**src/rtl/serial_adder_param_if.sv**
```systemverilog
// Handshake and operand/result bundle for serial_adder_param.
// Carries the extra sub request when SERIAL_ADDER_SUBTRACT_EN is defined.
interface serial_adder_param_if #(
   parameter int unsigned WIDTH = 8
);
   logic             start;
   logic [WIDTH-1:0] A;
   logic [WIDTH-1:0] B;
   logic             Cin;
`ifdef SERIAL_ADDER_SUBTRACT_EN
   logic             sub;
`endif
   logic             busy;
   logic             done;
   logic [WIDTH-1:0] S;
   logic             Cout;
   logic             ovf;

`ifdef SERIAL_ADDER_SUBTRACT_EN
   modport master (output start, A, B, Cin, sub, input busy, done, S, Cout, ovf);
   modport slave  (input start, A, B, Cin, sub, output busy, done, S, Cout, ovf);
`else
   modport master (output start, A, B, Cin, input busy, done, S, Cout, ovf);
   modport slave  (input start, A, B, Cin, output busy, done, S, Cout, ovf);
`endif
endinterface

```
**src/rtl/serial_adder_param.sv**
```systemverilog
// Digit-serial adder: S = A + B + Cin over WIDTH/DIGIT cycles, LSB digit first.
// Optional macro SERIAL_ADDER_SUBTRACT_EN adds a sub request (A - B).
module serial_adder_param #(
   parameter int unsigned WIDTH = 8,
   parameter int unsigned DIGIT = 1
) (
   input  logic                clk,
   input  logic                rst_n,
   serial_adder_param_if.slave bus
);
   localparam int unsigned N  = (DIGIT == 0) ? 1 : WIDTH / DIGIT;
   localparam int unsigned CW = (N > 1) ? $clog2(N) : 1;
   localparam int unsigned DW = DIGIT + 1;

   if (WIDTH < 1 || DIGIT < 1 || (WIDTH % DIGIT) != 0) begin : g_bad_cfg
      $error("serial_adder_param: DIGIT must be >= 1 and divide WIDTH");
   end

   typedef enum logic [1:0] {ST_IDLE, ST_RUN, ST_DONE} state_t;

   state_t           r_state;
   state_t           w_state_next;
   logic [WIDTH-1:0] r_a;
   logic [WIDTH-1:0] r_b;
   logic [WIDTH-1:0] r_res;
   logic             r_carry;
   logic [CW-1:0]    r_cnt;
   logic             r_busy;
   logic             r_done;
   logic [WIDTH-1:0] r_s;
   logic             r_cout;
   logic             r_ovf;

   logic             w_load;
   logic             w_step;
   logic             w_finish;
   logic             w_cnt_last;
   logic [DW-1:0]    w_dsum;
   logic [WIDTH-1:0] w_res_next;
   logic             w_cmsb;
   logic             w_sub;
   logic [WIDTH-1:0] w_b_lat;
   logic             w_c_lat;

`ifdef SERIAL_ADDER_SUBTRACT_EN
   assign w_sub = bus.sub;
`else
   assign w_sub = 1'b0;
`endif

   // Subtraction is A + ~B + 1, so Cin is ignored when sub is set.
   assign w_b_lat = w_sub ? ~bus.B : bus.B;
   assign w_c_lat = w_sub ? 1'b1 : bus.Cin;

   assign w_cnt_last = (r_cnt == CW'(N - 1));
   assign w_dsum     = {1'b0, r_a[DIGIT-1:0]} + {1'b0, r_b[DIGIT-1:0]} + DW'(r_carry);
   assign w_res_next = (r_res >> DIGIT) | (WIDTH'(w_dsum[DIGIT-1:0]) << (WIDTH - DIGIT));
   // Carry into the operand MSB, recovered from the top bit of the final digit.
   assign w_cmsb     = r_a[DIGIT-1] ^ r_b[DIGIT-1] ^ w_dsum[DIGIT-1];

   // State register.
   always_ff @(posedge clk or negedge rst_n) begin
      if (!rst_n) r_state <= ST_IDLE;
      else        r_state <= w_state_next;
   end

   // Next-state logic.
   always_comb begin
      w_state_next = r_state;
      case (r_state)
         ST_IDLE: if (bus.start) w_state_next = ST_RUN;
         ST_RUN:  if (w_cnt_last) w_state_next = ST_DONE;
         ST_DONE: w_state_next = bus.start ? ST_RUN : ST_IDLE;
         default: w_state_next = ST_IDLE;
      endcase
   end

   // Datapath controls decoded from the state.
   always_comb begin
      w_load   = 1'b0;
      w_step   = 1'b0;
      w_finish = 1'b0;
      case (r_state)
         ST_IDLE, ST_DONE: w_load = bus.start;
         ST_RUN: begin
            w_step   = 1'b1;
            w_finish = w_cnt_last;
         end
         default: ;
      endcase
   end

   // Operand/result shift registers, carry, counter and registered outputs.
   always_ff @(posedge clk or negedge rst_n) begin
      if (!rst_n) begin
         r_a     <= '0;
         r_b     <= '0;
         r_res   <= '0;
         r_carry <= 1'b0;
         r_cnt   <= '0;
         r_busy  <= 1'b0;
         r_done  <= 1'b0;
         r_s     <= '0;
         r_cout  <= 1'b0;
         r_ovf   <= 1'b0;
      end else begin
         r_done <= w_finish;
         if (w_load) begin
            r_a     <= bus.A;
            r_b     <= w_b_lat;
            r_carry <= w_c_lat;
            r_cnt   <= '0;
            r_busy  <= 1'b1;
         end else if (w_step) begin
            r_a     <= r_a >> DIGIT;
            r_b     <= r_b >> DIGIT;
            r_carry <= w_dsum[DIGIT];
            r_res   <= w_res_next;
            r_cnt   <= r_cnt + CW'(1);
         end
         if (w_finish) begin
            r_s    <= w_res_next;
            r_cout <= w_dsum[DIGIT];
            r_ovf  <= w_cmsb ^ w_dsum[DIGIT];
            r_busy <= 1'b0;
         end
      end
   end

   assign bus.busy = r_busy;
   assign bus.done = r_done;
   assign bus.S    = r_s;
   assign bus.Cout = r_cout;
   assign bus.ovf  = r_ovf;
endmodule
```
**src/flat_wrapper.sv**
```systemverilog
// flat-port wrapper written by rule: the top's interface ports become plain ports
module serial_adder_param_flat 
#(
   parameter int unsigned WIDTH = 8,
   parameter int unsigned DIGIT = 1
)
  (clk, rst_n, bus_start, bus_A, bus_B, bus_Cin, bus_busy, bus_done, bus_S, bus_Cout, bus_ovf);
  serial_adder_param_if #(.WIDTH(WIDTH)) bus_i ();
  input  logic clk;
  input  logic rst_n;
  input wire logic [$bits(bus_i.start)-1:0] bus_start;
  input wire logic [$bits(bus_i.A)-1:0] bus_A;
  input wire logic [$bits(bus_i.B)-1:0] bus_B;
  input wire logic [$bits(bus_i.Cin)-1:0] bus_Cin;
  output wire logic [$bits(bus_i.busy)-1:0] bus_busy;
  output wire logic [$bits(bus_i.done)-1:0] bus_done;
  output wire logic [$bits(bus_i.S)-1:0] bus_S;
  output wire logic [$bits(bus_i.Cout)-1:0] bus_Cout;
  output wire logic [$bits(bus_i.ovf)-1:0] bus_ovf;
  assign bus_i.start = bus_start;
  assign bus_i.A = bus_A;
  assign bus_i.B = bus_B;
  assign bus_i.Cin = bus_Cin;
  assign bus_busy = bus_i.busy;
  assign bus_done = bus_i.done;
  assign bus_S = bus_i.S;
  assign bus_Cout = bus_i.Cout;
  assign bus_ovf = bus_i.ovf;
  serial_adder_param #(.WIDTH(WIDTH), .DIGIT(DIGIT)) u_core (.clk(clk), .rst_n(rst_n), .bus(bus_i));
endmodule
```
**config.mk**
```make
export PLATFORM = sky130hd
export DESIGN_NAME = serial_adder_param_flat
export DESIGN_NICKNAME = d
export VERILOG_FILES = /design/src/rtl/serial_adder_param_if.sv /design/src/rtl/serial_adder_param.sv /design/src/flat_wrapper.sv
export SDC_FILE = /design/constraint.sdc
export NUM_CORES = 1
export LEC_CHECK = 0
export CORE_ASPECT_RATIO = 2
export CORE_UTILIZATION = 25
export CTS_CLUSTER_DIAMETER = 80
export DETAILED_ROUTE_END_ITERATION = 8
export PLACE_DENSITY = 0.53
export SYNTH_ARGS = -nofsm -noshare
export SYNTH_HDL_FRONTEND = slang
export SYNTH_SLANG_ARGS = --single-unit
```
**constraint.sdc**
```tcl
create_clock -name clk -period 1.5 [get_ports clk]
set_clock_uncertainty 0.05 [all_clocks]
set_input_delay 0.3 -clock clk [delete_from_list [all_inputs] [get_ports clk]]
set_output_delay 0.3 -clock clk [all_outputs]
set_load 0.005 [all_outputs]
```
* After elaboration in Yosys (flattened, before gate mapping)
Cells that the tools add are included.
** Operators by class
- Reductions and logical operators :: 6
- Equal/unequal tests :: 5
- Add/subtract/negate cells :: 3
- Bitwise gates (word level) :: 5
- Muxes and demuxes :: 17
** Operators by type and width (number)
- 8-bit two-way mux :: 4
- 1-bit two-way mux :: 8
- 7-bit by 8-bit bitwise OR with 8-bit output :: 1
- 3-bit two-way mux :: 2
- 2-bit case mux with 3 select lines :: 1
- 2-bit two-way mux :: 2
- 2-bit AND reduction :: 2
- 2-bit nonzero test :: 2
- 3-bit by 1-bit adder with 3-bit output (second input constant) :: 1
- 3-bit equality test (second input constant) :: 1
- 1-bit XOR :: 3
- 1-bit by 1-bit adder with 2-bit output :: 1
- 2-bit by 1-bit adder with 2-bit output :: 1
- 2-bit by 1-bit equality test with 1-bit output (second input constant) :: 1
- 2-bit equality test (second input constant) :: 1
- 2-bit logical NOT :: 1
- 2-bit by 1-bit inequality test with 1-bit output (second input constant) :: 1
- 2-bit inequality test (second input constant) :: 1
- 2-bit OR reduction :: 1
- 1-bit inverter :: 1
** Word-level totals
- Output and inout port bits :: 12
- Input port bits :: 20
- Bits in registers :: 42

* Logic depth before layout (Yosys ltp)
Gate-level depths: netlist of run 1.
- Word-level depth :: 5
- Mapped depth :: 6

* Least setup slack after synthesis of run 1
Ideal clock, no wire load.
- Kind :: register -> register
- Start point :: register u_core.r_cnt[0]
- End point :: register u_core.r_cout (netlist: u_core.bus.Cout)
- Setup slack :: -0.108 ns
- Data arrival time :: 1.433 ns
- Required time :: 1.325 ns
- Setup time :: 0.125 ns
- Period minus slack after synthesis :: 1.608 ns
- Cell stages (with the launch flop) :: 6
- Cells stage by stage :: dfrtp_1 > ha_1 > ha_1 > nand3b_1 > buf_2 > mux2_2
** Between the ends
- Longest elaborated chain between the ends :: 2
** Ends and longest elaborated chain
- from (decl) :: RTL line serial_adder_param.sv:27 : logic [CW-1:0] r_cnt;
- from (signal assigned) :: RTL line serial_adder_param.sv:119 : r_cnt <= r_cnt + CW'(1);
- 3-bit equality test :: RTL line serial_adder_param.sv:55 : assign w_cnt_last = (r_cnt == CW'(N - 1));
- 1-bit two-way mux :: RTL line serial_adder_param.sv:83 : case (r_state)
- to (signal assigned) :: RTL line serial_adder_param.sv:123 : r_cout <= w_dsum[DIGIT];
- to (decl) :: RTL line serial_adder_param.sv:31 : logic r_cout;
Every way passes these cells.
A chain may end at the register's enable or synchronous reset.

* Worst setup path after layout of run 1
- Start point :: register u_core.r_cnt[1]
- End point :: register u_core.r_s[3] (netlist: u_core.bus.S[3])
** Between the ends
- Longest elaborated chain between the ends :: 2
** Ends and longest elaborated chain
- 3-bit equality test :: RTL line serial_adder_param.sv:55
- 1-bit two-way mux :: RTL line serial_adder_param.sv:83
- to (signal assigned) :: RTL line serial_adder_param.sv:122 : r_s <= w_res_next;
- to (decl) :: RTL line serial_adder_param.sv:30 : logic [WIDTH-1:0] r_s;
Every way passes these cells.

==> results of run 1 <==
==> layer usage <==
layer / part of all wire, % / GRT usage [%] / vias to the layer above
li1: - / - / 628
met1: 37 / 13.42 / 647
met5: 0 / 0 / -
met2: 56 / 21.15 / 29
met3: 3.6 / 2.626 / 11
met4: 3.3 / 7.267 / 0
==> power groups by stage <==
stage / sequential, mW / clock (mW) / combinational (mW)
3_5_place_dp: 1.95 / 0 / 2.13
3_3_place_gp: 1.94 / 0 / 2.07
6_report: 1.92 / 1.18 / 2.25
4_1_cts: 1.93 / 1.21 / 2.16
2_1_floorplan: 1.89 / 0 / 1.30
5_1_grt: 2.00 / 1.26 / 2.52
==> kinds of logic (layout without fill, tap and decap cells) <==
kind of cell,Yosys count,count (layout),share of synthesized area [%]
XOR/XNOR,3,3,1.542
AO/OA/AOI/OAI,23,23,9.104
AND/OR/NAND/NOR,70,70,16.67
buffers and inverters,13,59,3.891
flip-flops,41,41,60.21
adder cells (fa/ha/maj),3,3,2.643
multiplexers,9,9,5.947
==> path summary, 6_finish.rpt <==
check	start	to	slack [ns]
worst max-delay path	u_core.r_cnt[1]$_DFFE_PN0P_	u_core.bus.S[3]$_DFFE_PN0P_	-0.03
max in group asynchronous	rst_n	u_core.r_b[0]$_DFFE_PN0P_	0.48
min in group asynchronous	rst_n	u_core.r_a[3]$_DFFE_PN0P_	0.44
worst min-delay path	u_core.r_res[1]$_DFFE_PN0P_	u_core.r_res[1]$_DFFE_PN0P_	0.43
worst max register to register	u_core.r_cnt[1]$_DFFE_PN0P_	u_core.bus.S[3]$_DFFE_PN0P_	-0.03
worst min register to register	u_core.r_res[1]$_DFFE_PN0P_	u_core.r_res[1]$_DFFE_PN0P_	0.43
==> cells in the final DEF (no fill, tap or decap) <==
| cell | Yosys | final |
|---|---|---|
| nand2_1 | 46 | 46 |
| dfrtp_1 | 41 | 41 |
| clkdlybuf4s50_1 | 0 | 19 |
| buf_4 | 2 | 15 |
| nor2_1 | 13 | 13 |
| dlymetal6s2s_1 | 0 | 10 |
| mux2_2 | 9 | 9 |
| a31oi_1 | 9 | 9 |
| nand3_1 | 5 | 5 |
| clkbuf_16 | 0 | 5 |
| a22o_1 | 4 | 4 |
| a22oi_1 | 4 | 4 |
| inv_1 | 2 | 2 |
| nor2b_1 | 2 | 2 |
| nand2b_1 | 2 | 2 |
| o21ai_0 | 3 | 2 |
| xnor2_1 | 3 | 2 |
| buf_12 | 0 | 2 |
| nand3b_1 | 1 | 1 |
| o22ai_1 | 1 | 1 |
| nor3_1 | 1 | 1 |
| a21oi_1 | 1 | 1 |
| a21o_1 | 1 | 1 |
| xnor2_2 | 0 | 1 |
| o21ai_1 | 0 | 1 |
| fa_2 | 0 | 1 |
| ha_2 | 0 | 1 |
| ha_4 | 0 | 1 |
| bufinv_16 | 0 | 1 |
| clkinv_2 | 0 | 1 |
| dlygate4sd3_1 | 0 | 1 |
| buf_2 | 8 | 1 |
| dlygate4sd2_1 | 0 | 1 |
| buf_6 | 0 | 1 |
==> repair_timing <==
| action | 4_1_cts | 5_1_grt |
|---|---|---|
| hold endpoints to repair | 17 | 0 |
| pin swaps | 2 | 2 |
| resized for setup | 1 | 15 |
| endpoints found under the setup margin | 12 | 20 |
| hold buffers | 1 | 0 |
| setup buffers | 2 | 2 |
==> critical path, cell delays in order, from the launching register on <==
cell and delay, ns:
dfrtp_1 0.39, ha_2 0.21, ha_4 0.16, nand3b_1 0.11, buf_4 0.17, mux2_2 0.33
==> area by class of cell <==
type / count / area, um2
Fill cell: 706 / 4178
Sequential cell: 41 / 1026
Multi-Input combinational cell: 108 / 636.9
Timing Repair Buffer: 50 / 503.0
Clock buffer: 5 / 125.1
Tap cell: 88 / 110.1
Clock inverter: 2 / 35.03
Inverter: 2 / 7.507
==> Yosys cell counts <==
cell type / number
buf_4: 2
a22o_1: 4
a31oi_1: 9
clkbuf_1: 1
nor2_1: 13
dfrtp_1: 41
o21ai_0: 3
nand2b_1: 2
mux2_2: 9
ha_1: 2
nor3_1: 1
buf_2: 8
inv_1: 2
a22oi_1: 4
nor2b_1: 2
a21o_1: 1
o22ai_1: 1
nand2_1: 46
xnor2_1: 3
nand3b_1: 1
nand3_1: 5
a21oi_1: 1
fa_1: 1
==> stage by stage <==
step / instances / area, um2 / setup slack [ns] / utilization, %
floorplan: 162 / 1715 / -0.001594 / -
global placement: 284 / 2196 / -0.02069 / 33.16
detailed placement: 284 / 2196 / -0.06230 / 33.16
CTS: 294 / 2380 / -0.01804 / 35.94
global route: 296 / 2444 / -0.1018 / 36.90
finish: 296 / 2444 / -0.02760 / 36.90
==> flip-flops by register name, indices dropped and copies added (netlist names) <==
register,flops
u_core.bus.S,8
u_core.r_a,8
u_core.r_b,8
u_core.r_res,7
u_core.r_cnt,3
u_core.r_state,2
u_core.bus.Cout,1
u_core.bus.busy,1
u_core.bus.done,1
u_core.bus.ovf,1
u_core.r_carry,1
==> metrics.txt, run 1 <==
crit start category=register; Worst EP arrival=1.64 ns; Hold Path Cell Cnt=2; initial antenna violation count=0; Detailed Routing Iterations Pass 1=4; Synth area leaders=dfrtp_1 60%, nand2_1 10%, mux2_2 5.9%; Final Max Slew Viols=0; CTS tree=built; CTS root buf=clkbuf_16; Mapped Nets=185; Crit Path Max Fanout=6; Skew-Pair Late Insertion Delay=0.28 ns; clk buf depth=2; Yosys cell types=23; Starting Density=25.74%; PortBufs=31; row cnt=42; Worst Setup Path Type=reg2reg; Sw Pwr=1.698 mW; Max IR drop VDD=0.0007223 V; Layout area overhead=43.39%; # H-tree levels=2; minimum clock period=1.528 ns; failing checks=setup timing; routability cong.=0.7693; class of the worst hold path=reg2reg; Layout Nets=231; Avg Inst Size Synth=10.52 um2; Core Area=0.006621 mm2; I/O pin count=32; Hold Slack=0.4297 ns; Die Y-Extent=118.8 um; # diodes=0; Worst Tran Pin Value=0.4312 ns; Yosys top cell area share=60.21%; MaxCap Viol Count=0; sequential fraction of the synthesis area=60.21%; die area=0.007171 mm2; Rel. slew slack=71.25%; Die X=60.38 um; Num CTS Buffers=5; WP data required=1.61 ns; vias in the first global route=1362; total gr overflow=0; CTS clk-pin slew, worst paths=0.06 ns; PD cells=2188 mW/mm2; cells after synthesis=162; setup TNS=-0.1507 ns; Final Cycle Share=101.8%; Critical Path End Type=register; Clk pwr share=22.0%; layout cell share with drive strength beyond 1=18.75%; total wire length=3783 um; Flop pwr share=36.0%; pin count of the biggest net entering global routing=25; synth warn=0; outcome=finished, violations left; #FFs+latches synth=41; Post-Syn Area=0.001704 mm2; Comb pwr share=42.0%; internal power=3.649 mW; Vias=1315; Iter 0 DRT Violations=28; Fmax=654.6 MHz; Total Power=5.347 mW; WL/cell=12.78 um; Post-route DRC=0; Detail Route Antenna Nets=0; RSZ-0062 raised after global routing=yes; Switching Fraction=31.75%; Leakage=1.209 nW; global-route wire length before repair=6486 um; Synth area leader=dfrtp_1; Finish-stage setup viols=6; hpwl dp=2755 um; vias per cell=4.443; GRT Resource Usage Total=12.45%; Final Hold Viols=0; Worst R2R Path Depth=5; Sinks on Clock Net=41; setup ws final=-0.02760 ns
Power figures use the tool's default switching activity.
==> run 2: changes to the inputs <==
--- a/config.mk
+++ b/config.mk
@@ -9,7 +9,7 @@
 export CORE_UTILIZATION = 25
 export CTS_CLUSTER_DIAMETER = 80
 export DETAILED_ROUTE_END_ITERATION = 8
-export PLACE_DENSITY = 0.53
+export PLACE_DENSITY_LB_ADDON = 0.08
 export SYNTH_ARGS = -nofsm -noshare
 export SYNTH_HDL_FRONTEND = slang
 export SYNTH_SLANG_ARGS = --single-unit
==> run 2 against run 1 <==
The run still ends with setup timing left. Global-route usage decreased by 0.75 points. Worst hold slack worse by 0.0071 ns. Count of clock-buffer cells in the layout stayed put. Sequential share of layout area up 0.52 points. Clock power decreased by 14%. Sequential cell count unchanged. Total power down 4.6%. First-iteration DRC count rose by 86%. Setup slack better by 0.019 ns. Sequential power is essentially flat. Via count is 1.1% lower. Largest power group unchanged. Highest routed layer unchanged.
==> metrics.txt, run 2 (same netlist as run 1, synthesis figures left out) <==
worst path bufs/invs=1; total gr overflow=0; total wire length=3700 um; GRT Resource Usage Total=11.70%; Post-route DRC=0; crit start category=register; setup ws final=-0.008523 ns; class of the worst hold path=reg2reg; Final Hold Viols=0; MaxCap Viol Count=0; Die X=60.38 um; hpwl dp=2633 um; Sinks on Clock Net=41; design area=0.002414 mm2; Total Power=5.099 mW; Num CTS Buffers=5; Worst EP arrival=1.62 ns; most frequent cells in the layout=46 x nand2_1, 41 x dfrtp_1, 20 x clkdlybuf4s50_1; # H-tree levels=2; global-route wire length before repair=6237 um; Final Cycle Share=100.6%; Detail Route Antenna Nets=0; Finish-stage setup viols=6; layout cell share with drive strength beyond 1=17.79%; Critical Path End Type=register; WP data required=1.61 ns; # diodes=0; Layout area overhead=41.63%; Vias=1301; I/O pin count=32; WL/cell=12.50 um; Skew-Pair Late Insertion Delay=0.28 ns; slowest cell delay on critical path=0.39 ns; Iter 0 DRT Violations=52; initial antenna violation count=0; Hold Slack=0.4226 ns; Worst Tran Pin Value=0.3278 ns; Fmax=662.9 MHz; vias in the first global route=1309; Rel. slew slack=78.15%; outcome=finished, violations left; Critical-path top delay cell=dfrtp_1; failing checks=setup timing; RSZ-0062 raised after global routing=yes; clk buf depth=2; Crit Path Max Fanout=11; kind of cell adding the most delay to the critical path=flip-flops; Die Y-Extent=118.8 um; vias per cell=4.395; DP Area=0.002211 mm2; Starting Density=25.74%; routability cong.=0.7077; Core Area=0.006621 mm2; die area=0.007171 mm2; CTS root buf=clkbuf_16; CTS clk-pin slew, worst paths=0.06 ns; Detailed Routing Iterations Pass 1=4; DP Worst Slack=-0.09242 ns; Leakage=1.193 nW; critical-path cell list=ha_2 > ha_4 > nand3b_1 > buf_12 > mux2_2; CTS tree=built; pin count of the biggest net entering global routing=42; Final Max Slew Viols=0; minimum clock period=1.509 ns; PortBufs=31; Layout Nets=230; PD cells=2113 mW/mm2; Max IR drop VDD=0.0006535 V; row cnt=42; Worst Setup Path Type=reg2reg; commonest non-fill, non-tap cell in the layout=nand2_1
-- run 2: path summary, 6_finish.rpt --
check                                            startpoint                           to  slack, ns  depth (start not counted)
worst max-delay path            u_core.r_cnt[1]$_DFFE_PN0P_  u_core.bus.S[3]$_DFFE_PN0P_     -0.009                          5
worst min-delay path            u_core.r_res[1]$_DFFE_PN0P_  u_core.r_res[1]$_DFFE_PN0P_       0.42                          2
worst max register to register  u_core.r_cnt[1]$_DFFE_PN0P_  u_core.bus.S[3]$_DFFE_PN0P_     -0.009                          5
worst min register to register  u_core.r_res[1]$_DFFE_PN0P_  u_core.r_res[1]$_DFFE_PN0P_       0.42                          2
max in group asynchronous                             rst_n    u_core.r_a[4]$_DFFE_PN0P_       0.71                          3
min in group asynchronous                             rst_n  u_core.r_res[2]$_DFFE_PN0P_       0.49                          3
-- run 2: through the flow --
stage / instances / utilization [%] / TNS (ns)
after floorplan: 162 / - / -0.009566
final: 296 / 36.45 / -0.03356
after global routing: 296 / 36.45 / -0.6976
after global placement: 286 / 33.39 / -0.3350
after CTS: 296 / 36.05 / -0.08747
after detailed placement: 286 / 33.39 / -0.3564
-- run 2: cell type report --
type,instances,area [um2]
clock buffers,5,125.1
inverters,2,7.507
well taps,88,110.1
clock inverters,3,17.52
flip-flops and latches,41,1026
repair buffers,49,489.2
fillers,695,4208
multi-input cells,108,638.1
-- run 2: metal layers --
layer,up-vias,routed length [um],track usage (%)
met4,0,127,6.831
met1,630,1469,13.66
met5,-,0,0
met3,8,120,2.407
li1,631,-,-
met2,32,1983,18.89
-- run 2: what timing repair did --
action                                 CTS  global route
resized for setup                        4            11
pin swaps                                2             3
endpoints found under the hold margin   41             0
setup buffers                            1             0
setup endpoints to repair               11            19
hold buffers                             1             0
-- run 2: report_power, final --
group          internal [mW]  switching (mW)  leakage, nW  total [mW]
clock                  0.609           0.416       0.0696        1.02
combinational           1.18           0.970        0.620        2.15
sequential              1.62           0.295        0.504        1.92
total                   3.42            1.68         1.19        5.10
-- run 2: tightest hold or removal path, delay by kind of cell (launching register included) --
family,cells,cell delay (ns)
flops,1,0.34
simple gates,2,0.10
